===== src/rtl/decode_ctrl.sv =====
// RV32I decode/control unit: latches an instruction from fetch, decodes it and sequences
// execution through EXEC, a PC-update step or an LSU handshake guarded by a bus timeout.
module decode_ctrl #(
  parameter int DATA_WIDTH       = 32,
  parameter int ALU_CONTROL_BITS = 4,
  parameter int LOG2_REGISTERS   = 5,
  parameter int BYTE_DATA_WIDTH  = 4,
  parameter int MEM_TIMEOUT      = 16
) (
  input  logic                        clk,
  input  logic                        rst,
  input  logic [DATA_WIDTH-1:0]       inst,
  input  logic                        compute_req,
  output logic                        compute_valid,
  output logic                        trap,
  output logic                        branch_flag,
  output logic                        mem_req,
  output logic                        mem_we,
  input  logic                        mem_valid,
  output logic [BYTE_DATA_WIDTH-1:0]  mem_byte_enable,
  output logic                        mem_unsigned,
  input  logic [1:0]                  addr_lsb,
  output logic [LOG2_REGISTERS-1:0]   addr_rd,
  output logic [LOG2_REGISTERS-1:0]   addr_rs1,
  output logic [LOG2_REGISTERS-1:0]   addr_rs2,
  output logic [1:0]                  rd_select,
  output logic                        rf_enable,
  output logic [DATA_WIDTH-1:0]       direct_store,
  input  logic                        less_comp,
  input  logic                        less_u_comp,
  input  logic                        equal_comp,
  output logic [ALU_CONTROL_BITS-1:0] alu_control,
  output logic                        signed_flag,
  output logic [DATA_WIDTH-1:0]       imm,
  output logic                        select_imm,
  output logic                        select_pc
);

  localparam logic [2:0] IDLE = 3'd0, EXEC = 3'd1, PC_UPD = 3'd2,
                         MEM_REQ = 3'd3, MEM_WAIT = 3'd4, DONE = 3'd5;

  localparam logic [6:0] OP_LUI = 7'b0110111, OP_AUIPC = 7'b0010111, OP_JAL = 7'b1101111,
                         OP_JALR = 7'b1100111, OP_BRANCH = 7'b1100011, OP_LOAD = 7'b0000011,
                         OP_STORE = 7'b0100011, OP_IMM = 7'b0010011, OP_REG = 7'b0110011;

  localparam logic [ALU_CONTROL_BITS-1:0]
    ALU_ADD = ALU_CONTROL_BITS'(0), ALU_SUB = ALU_CONTROL_BITS'(1), ALU_SLL = ALU_CONTROL_BITS'(2),
    ALU_SLT = ALU_CONTROL_BITS'(3), ALU_SLTU = ALU_CONTROL_BITS'(4), ALU_XOR = ALU_CONTROL_BITS'(5),
    ALU_SRL = ALU_CONTROL_BITS'(6), ALU_SRA = ALU_CONTROL_BITS'(7), ALU_OR = ALU_CONTROL_BITS'(8),
    ALU_AND = ALU_CONTROL_BITS'(9);

  localparam int CNT_W = $clog2(MEM_TIMEOUT);
  localparam logic [CNT_W-1:0] CNT_LAST = CNT_W'(MEM_TIMEOUT - 1);
  localparam logic [DATA_WIDTH-1:0] NOP = DATA_WIDTH'(32'h0000_0013);

  logic [2:0]            state_q, state_d;
  logic [DATA_WIDTH-1:0] inst_q, inst_d;
  logic [CNT_W-1:0]      count_q, count_d;
  logic                  trap_q, trap_d;
  logic                  branch_q, branch_d;

  logic [6:0] opcode, funct7;
  logic [2:0] funct3;
  logic is_reg, is_imm_op, is_load, is_store, is_branch, is_lui, is_auipc, is_jal, is_jalr;
  logic is_cmp, legal, misaligned, branch_cond, writes_rf;
  logic [ALU_CONTROL_BITS-1:0] alu_op;

  always_comb begin
    opcode    = inst_q[6:0];
    funct3    = inst_q[14:12];
    funct7    = inst_q[31:25];
    is_reg    = (opcode == OP_REG);
    is_imm_op = (opcode == OP_IMM);
    is_load   = (opcode == OP_LOAD);
    is_store  = (opcode == OP_STORE);
    is_branch = (opcode == OP_BRANCH);
    is_lui    = (opcode == OP_LUI);
    is_auipc  = (opcode == OP_AUIPC);
    is_jal    = (opcode == OP_JAL);
    is_jalr   = (opcode == OP_JALR);
    is_cmp    = (is_reg || is_imm_op) && (funct3[2:1] == 2'b01);
    writes_rf = is_reg || is_imm_op || is_lui || is_auipc || is_jal || is_jalr;
    misaligned = ((funct3[1:0] == 2'b01) && (addr_lsb == 2'b11)) ||
                 ((funct3[1:0] == 2'b10) && (addr_lsb != 2'b00));

    case (opcode)
      OP_REG:    legal = (funct7 == 7'b0) ||
                         ((funct7 == 7'b0100000) && ((funct3 == 3'b000) || (funct3 == 3'b101)));
      OP_IMM:    legal = (funct3 == 3'b001) ? (funct7 == 7'b0) :
                         (funct3 == 3'b101) ? ((funct7 == 7'b0) || (funct7 == 7'b0100000)) : 1'b1;
      OP_LOAD:   legal = (funct3 != 3'b011) && (funct3 != 3'b110) && (funct3 != 3'b111);
      OP_STORE:  legal = (funct3 < 3'b011);
      OP_BRANCH: legal = (funct3[2:1] != 2'b01);
      OP_JALR:   legal = (funct3 == 3'b000);
      OP_LUI, OP_AUIPC, OP_JAL: legal = 1'b1;
      default:   legal = 1'b0;
    endcase

    case (funct3)
      3'b000:  branch_cond = equal_comp;
      3'b001:  branch_cond = !equal_comp;
      3'b100:  branch_cond = less_comp;
      3'b101:  branch_cond = !less_comp;
      3'b110:  branch_cond = less_u_comp;
      3'b111:  branch_cond = !less_u_comp;
      default: branch_cond = 1'b0;
    endcase

    // funct7[5] doubles as imm[10] for SRAI, so one bit selects SUB/SRA for both formats.
    alu_op = ALU_ADD;
    if (is_reg || is_imm_op) begin
      case (funct3)
        3'b000:  alu_op = (is_reg && funct7[5]) ? ALU_SUB : ALU_ADD;
        3'b001:  alu_op = ALU_SLL;
        3'b010:  alu_op = ALU_SLT;
        3'b011:  alu_op = ALU_SLTU;
        3'b100:  alu_op = ALU_XOR;
        3'b101:  alu_op = funct7[5] ? ALU_SRA : ALU_SRL;
        3'b110:  alu_op = ALU_OR;
        default: alu_op = ALU_AND;
      endcase
    end

    case (opcode)
      OP_STORE:        imm = {{20{inst_q[31]}}, inst_q[31:25], inst_q[11:7]};
      OP_BRANCH:       imm = {{19{inst_q[31]}}, inst_q[31], inst_q[7], inst_q[30:25], inst_q[11:8], 1'b0};
      OP_LUI, OP_AUIPC: imm = {inst_q[31:12], 12'b0};
      OP_JAL:          imm = {{11{inst_q[31]}}, inst_q[31], inst_q[19:12], inst_q[20], inst_q[30:21], 1'b0};
      default:         imm = {{20{inst_q[31]}}, inst_q[31:20]};
    endcase
  end

  always_comb begin
    state_d  = state_q;
    inst_d   = inst_q;
    count_d  = '0;
    trap_d   = trap_q;
    branch_d = branch_q;
    case (state_q)
      IDLE: begin
        trap_d   = 1'b0;
        branch_d = 1'b0;
        if (compute_req) begin
          inst_d  = inst;
          state_d = EXEC;
        end
      end
      EXEC: begin
        if (!legal || ((is_load || is_store) && misaligned)) begin
          trap_d  = 1'b1;
          state_d = DONE;
        end else if (is_load || is_store) begin
          state_d = MEM_REQ;
        end else if (is_branch || is_jal || is_jalr) begin
          state_d = PC_UPD;
        end else begin
          state_d = DONE;
        end
      end
      PC_UPD: begin
        branch_d = is_branch ? branch_cond : 1'b1;
        state_d  = DONE;
      end
      MEM_REQ: state_d = MEM_WAIT;
      MEM_WAIT: begin
        // A completion arriving on the last allowed cycle still beats the timeout.
        if (mem_valid) begin
          state_d = DONE;
        end else if (count_q == CNT_LAST) begin
          trap_d  = 1'b1;
          state_d = DONE;
        end else begin
          count_d = count_q + CNT_W'(1);
        end
      end
      DONE: begin
        trap_d   = 1'b0;
        branch_d = 1'b0;
        state_d  = IDLE;
      end
      default: state_d = IDLE;
    endcase
  end

  always_ff @(posedge clk) begin
    if (rst) begin
      state_q  <= IDLE;
      inst_q   <= NOP;
      count_q  <= '0;
      trap_q   <= 1'b0;
      branch_q <= 1'b0;
    end else begin
      state_q  <= state_d;
      inst_q   <= inst_d;
      count_q  <= count_d;
      trap_q   <= trap_d;
      branch_q <= branch_d;
    end
  end

  // Strobes are masked by rst so an aborted instruction never leaks a request or retirement.
  always_comb begin
    compute_valid = !rst && (state_q == DONE);
    trap          = compute_valid && trap_q;
    branch_flag   = branch_q;
    mem_req       = !rst && (state_q == MEM_REQ);
    mem_we        = !rst && is_store && ((state_q == MEM_REQ) || (state_q == MEM_WAIT));
    rf_enable     = !rst && (((state_q == EXEC) && legal && writes_rf) ||
                             ((state_q == MEM_WAIT) && mem_valid && is_load));
    mem_unsigned  = is_load && funct3[2];
    mem_byte_enable = '0;
    if (is_load || is_store) begin
      case (funct3[1:0])
        2'b00:   mem_byte_enable = BYTE_DATA_WIDTH'(4'b0001 << addr_lsb);
        2'b01:   mem_byte_enable = BYTE_DATA_WIDTH'(4'b0011 << addr_lsb);
        default: mem_byte_enable = BYTE_DATA_WIDTH'(4'b1111);
      endcase
    end
    addr_rd      = LOG2_REGISTERS'(inst_q[11:7]);
    addr_rs1     = is_lui ? '0 : LOG2_REGISTERS'(inst_q[19:15]);
    addr_rs2     = LOG2_REGISTERS'(inst_q[24:20]);
    rd_select    = is_load ? 2'd2 : (is_jal || is_jalr) ? 2'd3 : is_cmp ? 2'd1 : 2'd0;
    direct_store = {{(DATA_WIDTH-1){1'b0}}, is_cmp && (funct3[0] ? less_u_comp : less_comp)};
    alu_control  = alu_op;
    signed_flag  = (is_cmp && !funct3[0]) || (is_branch && (funct3[2:1] == 2'b10));
    select_imm   = (state_q == PC_UPD) ? 1'b1 : !(is_reg || is_branch);
    select_pc    = (state_q == PC_UPD) ? !is_jalr : is_auipc;
  end

endmodule


===== config.mk =====
export PLATFORM = sky130hd
export DESIGN_NAME = decode_ctrl
export DESIGN_NICKNAME = d
export VERILOG_FILES = /design/src/rtl/decode_ctrl.sv
export SDC_FILE = /design/constraint.sdc
export NUM_CORES = 1
export LEC_CHECK = 0
export BUFFER_PORTS_ARGS = -buffer_cell sky130_fd_sc_hd__buf_4
export CORE_ASPECT_RATIO = 1.2
export CORE_MARGIN = 5
export CORE_UTILIZATION = 42
export CTS_CLUSTER_SIZE = 40
export DETAILED_ROUTE_END_ITERATION = 6
export GPL_TIMING_DRIVEN = 0
export PLACE_DENSITY = 0.82
export SLEW_MARGIN = 20
export SYNTH_ARGS = -nofsm -noshare
export SYNTH_HDL_FRONTEND = slang
export SYNTH_SLANG_ARGS = --single-unit

===== constraint.sdc =====
create_clock -name clk -period 1.7 [get_ports clk]
set_input_delay 0.34 -clock clk [delete_from_list [all_inputs] [get_ports clk]]
set_output_delay 0.34 -clock clk [all_outputs]
set_load 0.005 [all_outputs]

==> metrics.md <==
| Metric | Value |
|---|---|
| Vias in the first global route | `3444` |
| CP arrival | `1930 ps` |
| Core area | `6526 µm²` |
| Skew-Pair Late Insertion Delay | `300 ps` |
| DIE AREA | `8520 µm²` |
| Tot Pwr | `4.515 mW` |
| P_sw | `1.678 mW` |
| Relative slew slack | `65.58%` |
| Count of final hold-check violations | `0` |
| Worst slew pin tran | `516.3 ps` |
| Hold Crit Class | `in -> reg` |
| Reg2reg start | `inst_q[6]` |
| Synth warnings | `0` |
| Post-Route Skew | `6.294 ps` |
| Sequential fraction of the synthesis area | `28.87%` |
| DP Wirelength | `7.204 mm` |
| Hold_sp | `inst[4]` |
| Status | `finished with violations` |
| Count of flip-flops with a built-in enable after synthesis | `0` |
| # H-tree levels | `2` |
| Layout Area Growth over Synthesis | `74.43%` |
| Fin crit period | `2270 ps` |
| Hold Path Sink | `inst_q[4]` |
| Final Setup Violations | `57` |
| Total CTS buffers | `5` |
| Largest net degree at the start of global routing | `13` |
| Reg area | `853.3 µm²` |
| Area contributors post-synth | `dfxtp_1 29%, buf_4 11%, nand2_1 11%` |
| Leak | `2.425 nW` |
| Crit path top cell by count | `buf_6` |
| Die Y | `100.1 µm` |
| Most numerous cell in the Yosys netlist | `nand2_1` |
| Port Buf Inserts | `108` |
| Period utilisation layout | `133.5%` |
| DRT Pass-1 Iters | `5` |
| Startpoint types | `register` |
| Pre-CTS worst setup slack | `-390.9 ps` |
| Post-Syn Area per Cell | `7.308 µm²` |
| Worst setup EP type | `primary output` |
| Power density over the cells | `910.6 nW/µm²` |
| Clock share of power | `18.9%` |
| WL/cell | `16.84 µm` |
| Max Fclk | `440.5 MHz` |
| Layout cells sized above 1 | `51.56%` |
| Reg2Reg Depth | `8` |
| Top cell type's share of synthesized area | `28.87%` |
| Design Area, Final | `4959 µm²` |
| RD Place Congestion | `0.8935` |
| # DRC | `0` |
| Vias per cell | `5.259` |
| Congestion Overflow GR | `0` |
| Routed length on met3 | `1.135 mm` |
| Antenna Cells | `0` |
| I/O pin count | `140` |
| Clk slew on worst S/H paths | `80 ps` |
| CTS Hold Buffers Added | `0` |
| Fillers | `440` |
| Failing checks | `setup timing` |
| Internal power | `2.837 mW` |
| CP max-delay cell | `dfxtp_2` |
| Slew Limit Fails | `0` |
| Share of total power in combinational logic | `52.9%` |
| Std cell rows | `32` |
| Multi-input gate area | `1988 µm²` |
| Synth cell types | `52` |
| Seq pwr share | `28.2%` |
| Hold depth | `3` |
| Total track usage | `24.27%` |
| Placed inst area | `3875 µm²` |
| Crit-path max FO | `5` |
| Clock Tree Buf Depth | `2` |
| DRT antenna net count | `0` |
| Final net count | `617` |
| Root Buffer | `clkbuf_8` |
| Max-cap viol count | `0` |
| Top routing layer in use | `met4` |
| Vias | `3476` |
| Crit path cell chain | `nand2b_4, nor4b_4, a21o_1, buf_6, nor2_4, a22o_1, buf_6` |
| Starting Density | `43.56%` |
| Sinks on Clock Net | `41` |
| Slowest stage delay, CP | `350 ps` |
| First-pass GRT wire length | `16.70 mm` |
| Met2 wire length | `5.576 mm` |
| Fraction of registers with async set/reset | `0%` |
| Leading post-synthesis cells by instance count | `80 x nand2_1, 43 x buf_4, 41 x dfxtp_1, 39 x a21oi_1, 22 x nor2_1` |
| RSZ-0062 raised after global routing | `true` |
| Crit Path Class | `reg -> out` |
| Yosys top cell by area | `dfxtp_1` |
| Initial DRC count | `253` |
| R2r setup slk | `-180 ps` |
| Final WS setup | `-569.9 ps` |
| Post-Route WL | `11.13 mm` |
| Switching part of the total | `37.17%` |
| Wl on met1 | `4.106 mm` |
| Die W | `85.10 µm` |
| CTS tree | `yes` |
| CP Data Required Time | `1360 ps` |
| Synth Instances | `389` |
| Ys flop type | `dfxtp_1` |
| Reg2Reg Capture Point | `state_q[2]` |
| Peak supply drop | `0.0005711 V` |
| Synth Cell Area | `2843 µm²` |
| Register bit count reported by yosys | `41` |
| Initial antenna violation count | `0` |
==> per-stage QoR <==
step | hold WS (ps) | std cells | setup TNS (ps) | utilization (%)
2_1_floorplan | 417.5 | 419 | -66.97 | -
3_3_place_gp | 429.7 | 612 | -9747 | 59.38
3_5_place_dp | 440.9 | 612 | -11020 | 59.38
4_1_cts | 260.4 | 655 | -17650 | 72.32
5_1_grt | 260.1 | 661 | -25080 | 75.98
6_report | 257.8 | 661 | -20640 | 75.98
==> worst max-delay path: cells and delay by family, from the launching register on <==
family                 cells  cell delay (ps)
AOI/OAI and AO/OA          2              420
buffers and inverters      2              290
DFF                        1              350
and+or+nand+nor            3              560
==> area by class of cell <==
cell class              count  share of cell area [%]
plain buffers              67                   10.65
clock buffers               7                   1.741
flip-flops and latches     41                   17.21
clock inverters             1                  0.6056
repair buffers            151                   26.97
multi-input cells         302                   40.10
well taps                  85                   2.145
inverters                   7                  0.5804
==> logic make-up (layout without fill, tap and decap cells) <==
kind of cell,after synthesis,after routing,synth area share [%]
mux,2,2,0.7043
other cells,1,31,0.1319
buf+inv,77,233,16.90
fa+ha+maj,1,1,0.4401
simple gates,162,163,27.77
xor+xnor,6,6,1.849
flops,41,41,28.87
compound gates,99,99,23.33
==> timing repair <==
item	CTS	global route
pin swaps	25	22
resized for setup	124	55
cloned	2	1
endpoints found under the setup margin	92	63
buffers inserted	37	9
==> power groups by stage <==
stage / Clock (mW) / Sequential [mW] / Combinational (mW)
global placement: 0 / 1.23 / 1.59
floorplan: 0 / 1.19 / 1.01
detailed placement: 0 / 1.23 / 1.61
CTS: 0.849 / 1.25 / 2.14
finish: 0.855 / 1.27 / 2.39
global route: 0.895 / 1.29 / 2.55
==> layout by cell type, fill, tap and decap left out, drive strengths merged, types with 2 or more instances in the layout <==
master   instances
or4              2
clkbuf          17
nor3             9
a31oi            5
a21oi           40
nand2           81
a21o            20
o32ai            3
dfxtp           41
buf            208
nor4             2
nor2b           12
and3             2
mux2i            2
conb            31
or3              4
a211oi           2
nor2            24
o22a             2
and2             7
a22o             5
o21bai           4
nand3b           4
nand3            6
xor2             2
inv              7
nand2b           5
a2111oi          2
o22ai            2
xnor2            4
o21ai            7
==> layer usage <==
layer | track usage [%] | vias up
met5 | 0 | -
met4 | 11.21 | 0
li1 | - | 1630
met3 | 7.800 | 40
met2 | 42.40 | 214
met1 | 26.51 | 1592
==> worst max path at each step <==
| stage | endpoint | cells after the start | startpoint | slack (ps) |
|---|---|---|---|---|
| after floorplan | rf_enable | 4 | inst_q[31] | -40 |
| after CTS | rf_enable | 5 | inst_q[31] | -530 |
| after global routing | imm[11] | 7 | inst_q[1] | -640 |
| after detailed placement | imm[11] | 7 | inst_q[1] | -390 |
| final | imm[11] | 7 | inst_q[6] | -570 |
| after global placement | imm[11] | 7 | inst_q[6] | -380 |
==> registers in the layout, indices dropped and copies added (netlist names) <==
name         cells
inst_q          32
count_q          4
state_q          3
branch_flag      1
trap_q           1
Power figures use the tool's default switching activity.
